### src/rtl/regfile_write_arbiter.sv
// Arbitrates ALU and load writebacks into a single register-file write port.
// Each requester has a one-entry holding buffer; entries commit oldest first.
module regfile_write_arbiter #(
   parameter int DATA_WIDTH = 16,
   parameter int ADDR_WIDTH = 3
) (
   input  logic                  clock,
   input  logic                  resetN,
   input  logic                  aluReq,
   input  logic [ADDR_WIDTH-1:0] aluAddr,
   input  logic [DATA_WIDTH-1:0] aluData,
   output logic                  aluAck,
   input  logic                  memReq,
   input  logic [ADDR_WIDTH-1:0] memAddr,
   input  logic [DATA_WIDTH-1:0] memData,
   output logic                  memAck,
   output logic                  writeOrder,
   output logic [ADDR_WIDTH-1:0] writeAddr,
   output logic [DATA_WIDTH-1:0] writeData,
   input  logic [ADDR_WIDTH-1:0] readAddr1,
   input  logic [ADDR_WIDTH-1:0] readAddr2,
   output logic                  hazard1,
   output logic                  hazard2,
   output logic                  busy
);

   typedef enum logic [2:0] {
      EMPTY     = 3'd0,
      ALU_ONLY  = 3'd1,
      MEM_ONLY  = 3'd2,
      ALU_FIRST = 3'd3,
      MEM_FIRST = 3'd4
   } state_t;

   state_t                state_r;
   state_t                nextState_s;
   logic                  rrPtr_r;
   logic                  rrToggle_s;
   logic [ADDR_WIDTH-1:0] aluAddr_r;
   logic [DATA_WIDTH-1:0] aluData_r;
   logic [ADDR_WIDTH-1:0] memAddr_r;
   logic [DATA_WIDTH-1:0] memData_r;
   logic                  aluValid_s;
   logic                  memValid_s;
   logic                  grantAlu_s;
   logic                  grantMem_s;
   logic                  aluCap_s;
   logic                  memCap_s;
   logic                  aluKeep_s;
   logic                  memKeep_s;

   // Decode buffer occupancy and the grant from the age-ordered state.
   always_comb begin
      aluValid_s = 1'b0;
      memValid_s = 1'b0;
      grantAlu_s = 1'b0;
      grantMem_s = 1'b0;
      case (state_r)
         ALU_ONLY: begin
            aluValid_s = 1'b1;
            grantAlu_s = 1'b1;
         end
         MEM_ONLY: begin
            memValid_s = 1'b1;
            grantMem_s = 1'b1;
         end
         ALU_FIRST: begin
            aluValid_s = 1'b1;
            memValid_s = 1'b1;
            grantAlu_s = 1'b1;
         end
         MEM_FIRST: begin
            aluValid_s = 1'b1;
            memValid_s = 1'b1;
            grantMem_s = 1'b1;
         end
         default: begin
            aluValid_s = 1'b0;
            memValid_s = 1'b0;
         end
      endcase
   end

   // A buffer being drained this cycle can accept a new entry on the same edge.
   assign aluAck    = (!aluValid_s || grantAlu_s) && resetN;
   assign memAck    = (!memValid_s || grantMem_s) && resetN;
   assign aluCap_s  = aluReq && aluAck;
   assign memCap_s  = memReq && memAck;
   assign aluKeep_s = aluValid_s && !grantAlu_s;
   assign memKeep_s = memValid_s && !grantMem_s;

   // Next age order: a surviving entry is always older than a fresh capture.
   always_comb begin
      nextState_s = EMPTY;
      rrToggle_s  = 1'b0;
      if ((aluKeep_s || aluCap_s) && (memKeep_s || memCap_s)) begin
         if (aluKeep_s) begin
            nextState_s = ALU_FIRST;
         end else if (memKeep_s) begin
            nextState_s = MEM_FIRST;
         end else begin
            nextState_s = rrPtr_r ? MEM_FIRST : ALU_FIRST;
            rrToggle_s  = 1'b1;
         end
      end else if (aluKeep_s || aluCap_s) begin
         nextState_s = ALU_ONLY;
      end else if (memKeep_s || memCap_s) begin
         nextState_s = MEM_ONLY;
      end else begin
         nextState_s = EMPTY;
      end
   end

   // State, holding buffers, round-robin pointer and the registered write port.
   always_ff @(posedge clock) begin
      if (!resetN) begin
         state_r    <= EMPTY;
         rrPtr_r    <= 1'b0;
         aluAddr_r  <= {ADDR_WIDTH{1'b0}};
         aluData_r  <= {DATA_WIDTH{1'b0}};
         memAddr_r  <= {ADDR_WIDTH{1'b0}};
         memData_r  <= {DATA_WIDTH{1'b0}};
         writeOrder <= 1'b0;
         writeAddr  <= {ADDR_WIDTH{1'b0}};
         writeData  <= {DATA_WIDTH{1'b0}};
      end else begin
         state_r <= nextState_s;
         if (rrToggle_s) begin
            rrPtr_r <= ~rrPtr_r;
         end
         if (aluCap_s) begin
            aluAddr_r <= aluAddr;
            aluData_r <= aluData;
         end
         if (memCap_s) begin
            memAddr_r <= memAddr;
            memData_r <= memData;
         end
         if (grantAlu_s) begin
            writeOrder <= 1'b1;
            writeAddr  <= aluAddr_r;
            writeData  <= aluData_r;
         end else if (grantMem_s) begin
            writeOrder <= 1'b1;
            writeAddr  <= memAddr_r;
            writeData  <= memData_r;
         end else begin
            writeOrder <= 1'b0;
         end
      end
   end

   assign hazard1 = (aluValid_s && (aluAddr_r == readAddr1)) ||
                    (memValid_s && (memAddr_r == readAddr1)) ||
                    (writeOrder && (writeAddr == readAddr1));
   assign hazard2 = (aluValid_s && (aluAddr_r == readAddr2)) ||
                    (memValid_s && (memAddr_r == readAddr2)) ||
                    (writeOrder && (writeAddr == readAddr2));
   assign busy    = aluValid_s || memValid_s || writeOrder;

endmodule

### config.mk
export PLATFORM = sky130hd
export DESIGN_NAME = regfile_write_arbiter
export DESIGN_NICKNAME = d
export VERILOG_FILES = /design/src/rtl/regfile_write_arbiter.sv
export SDC_FILE = /design/constraint.sdc
export NUM_CORES = 1
export LEC_CHECK = 0
export CORE_MARGIN = 1
export CORE_UTILIZATION = 43
export DETAILED_ROUTE_END_ITERATION = 12
export HOLD_SLACK_MARGIN = 0.15
export PLACE_DENSITY_LB_ADDON = 0.15
export RECOVER_POWER = 25
export SLEW_MARGIN = 20
export SYNTH_ARGS = -nofsm -noshare
export SYNTH_HDL_FRONTEND = slang
export SYNTH_SLANG_ARGS = --single-unit
### constraint.sdc
create_clock -name clock -period 2.7 [get_ports clock]
set_input_delay 0.81 -clock clock [delete_from_list [all_inputs] [get_ports clock]]
set_output_delay 0.81 -clock clock [all_outputs]
set_load 0.02 [all_outputs]
==> impl_metrics.toml <==
[synth]
synth.top_cell.area_share_pct = 47.2
synth.distinct_cells = 28
yosysMostFrequentCell = "nand2_1"
synth_enable_flop_cells = 0
synthArstFlopShare_pct = 0
synth_area_mm2 = 0.00263
ys_ff_latch = 62
synth_top_area_cell = "dfxtp_1"
synth_top_cells_by_count = "nand2_1, dfxtp_1, nand3_1"
yosysWarnings = 0
synthTopCellsByArea = "dfxtp_1, nand2_1, mux2i_1, o211a_1, nand3_1"
seq_area_frac_synth_pct = 47.2
synth.avg_cell_area_um2 = 8.53
synth_fp_nets = 356
synth-main-ff-cell = "dfxtp_1"
netlist_instances = 308

[global_routing]
antenna_found_initial = 0
grt_usage_pct = 21.4
first_global_vias = 2277
grt_pass1_wl_mm = 10.4
grt.overflow.total = 0
grt_max_degree = 40

[placed_design]
pre_cts_ws_ns = -0.728
dp_cells = 455
io_buffers = 72
place_congestion = 0.858
post-dp-hpwl_mm = 4.41

[sta]
setup_viol = 0
worst_slack_ns = 0.00825
tightest_slew_ns = 0.787
drv_slew = 0
max_clock_freq_ghz = 0.372
final_hold_viol_count = 0
fin_crit_ns = 2.69
finalClockSkew_ns = 0.00776
rsz0062_at_grt = "yes"
final.period_utilization_pct = 99.7
slew_headroom_pct = 47.5

[worst_setup_path]
crit_type = "input pin to output port"
cp.required_ns = 1.89
cp_slowest_cell = "or4_4"
worstSetupStartpointType = "input pin"
end_kind = "output port"
regToRegSetupSlack_ns = 0.86
r2r-start = "state_r[1]$_SDFF_PN0_"
worstSetupStartpoint = "readAddr1[0]"
crit_chain = "clkdlybuf4s15_1, xor2_1, or4_4, nand3_2, buf_6"
worstRegToRegCells = 6
r2r-end = "writeData[3]$_SDFFE_PN0P_"
crit_arrival_ns = 1.88
crit_family = "simple AND/OR/NAND/NOR gates"
critical_path_cell_count = 5
max_stage_delay_ns = 0.52
cp_max_fo = 2
crit_end = "hazard1"
timing.critical_path.buf_inv = 2

[detailed_routing]
drt_iter0_drc = 107
drc = 0
antenna_left = 0
routed_wirelength_mm = 6.34
vias = 2401
vias_per_cell = 5.10
drt-pass1-iter-count = 4
wire_per_inst_um = 13.5

[clock_network]
cts_sinks = 62
cts_root_buffer = "clkbuf_8"
holdBufCountCts = 0
htree_levels = 3
clk_pin_slew_ns = 0.06
cts-buffers-inserted = 9
cts_buffer_depth = 2
post_cts_buffers = 0
insertion_delay_ns = 0.33
cts_tree = "yes"

[floorplan]
die_h_um = 80.2
die_x_um = 80.2
start_util_pct = 44.4
coreArea_mm2 = 0.00592
io_pins = 73
rows = 28
die_area_mm2 = 0.00643

[final_layout]
final_cells = 471
syn_to_final_growth_pct = 44.1
diodes = 0
layout-drive-gt1-share_pct = 14.1
final_core_util_pct = 64.0
finalNetCount = 439

[min_path]
hold_class = "flop to flop"

[flow_run]
maxCapViolCount = 0

[power]
vdd_drop_max_v = 0.000461
power.density_mw_per_mm2 = 647
p_leak_nw = 1.79

[status]
status = "finished clean"
## flip-flops by register name, summed over array words and instances, names as in the netlist
register	flops
writeData	16
memAddr_r	3
writeAddr	3
aluAddr_r	3
rrPtr_r	1
aluData_r	16
writeOrder	1
state_r	3
memData_r	16
## worst min path at each step
stage | startpoint | endpoint | depth (start not counted)
after global placement | aluData_r[13]$_SDFFE_PN0P_ | aluData_r[13]$_SDFFE_PN0P_ | 2
after global routing | aluData_r[6]$_SDFFE_PN0P_ | aluData_r[6]$_SDFFE_PN0P_ | 2
final | aluData_r[0]$_SDFFE_PN0P_ | aluData_r[0]$_SDFFE_PN0P_ | 2
after detailed placement | aluData_r[13]$_SDFFE_PN0P_ | aluData_r[13]$_SDFFE_PN0P_ | 2
after CTS | aluData_r[0]$_SDFFE_PN0P_ | aluData_r[0]$_SDFFE_PN0P_ | 2
after floorplan | aluData_r[0]$_SDFFE_PN0P_ | aluData_r[0]$_SDFFE_PN0P_ | 2
## where the power goes
part / switching, mW / leakage (nW) / internal [mW]
Sequential: 0.0515 / 0.514 / 0.995
Clock: 0.338 / 0.120 / 0.595
Combinational: 0.226 / 1.15 / 0.246
Total: 0.616 / 1.79 / 1.84
## cell type report
class	count	area, um^2
multi-input cells	222	1340
clock inverters	3	65.1
clock buffers	13	169
inverters	3	11.3
repair buffers	93	870
flip-flops and latches	62	1240
fillers	513	2130
well taps	75	93.8
## logic make-up (layout without fill, tap and decap cells)
| kind of cell | Yosys count | after routing | share of synthesized area, % |
|---|---|---|---|
| buf+inv | 24 | 112 | 3.57 |
| compound gates | 44 | 44 | 12.5 |
| flops | 62 | 62 | 47.2 |
| xor+xnor | 19 | 19 | 6.33 |
| simple gates | 139 | 139 | 22.8 |
| mux | 20 | 20 | 7.62 |
## through the flow
stage	hold slack [ns]	setup TNS [ns]	cell area (um^2)	total power, mW
floorplan	0.434	0	2630	1.31
global placement	0.443	-1.36	3540	1.53
detailed placement	0.447	-1.41	3540	1.54
CTS	0.461	-0.139	3770	2.48
global route	0.474	-0.0370	3790	2.57
finish	0.457	0	3790	2.45
## worst min-delay path, cell delays in order (launching register included)
cell and delay [ns]:
dfxtp_1 0.31, nand3_1 0.06, nand2_1 0.04
## metal layers
| metal | global-route usage (%) | vias to the layer above | wire length (um) |
|---|---|---|---|
| met4 | 7.14 | 0 | 37 |
| met3 | 8.64 | 4 | 331 |
| li1 | - | 1202 | - |
| met5 | 0 | - | 0 |
| met2 | 34.1 | 67 | 3060 |
| met1 | 26.1 | 1128 | 2920 |
## placed cells by master, fill, tap and decap left out, types with 3 or more instances in the layout
cell type	n
and2_1	3
buf_4	18
clkbuf_2	4
clkbuf_8	12
clkdlybuf4s15_1	3
clkdlybuf4s50_1	61
dfxtp_1	59
dfxtp_2	3
dlygate4sd2_1	3
inv_1	3
mux2i_1	20
nand2_1	98
nand3_1	21
nand4_1	4
o211a_1	19
o21ai_0	20
xnor2_1	12
xor2_1	6
## what timing repair did
action | CTS | global route
gates resized for setup | 22 | 16
setup endpoints to repair | 4 | 2
pin swaps | 3 | 3
(Power assumes the default switching activity.)
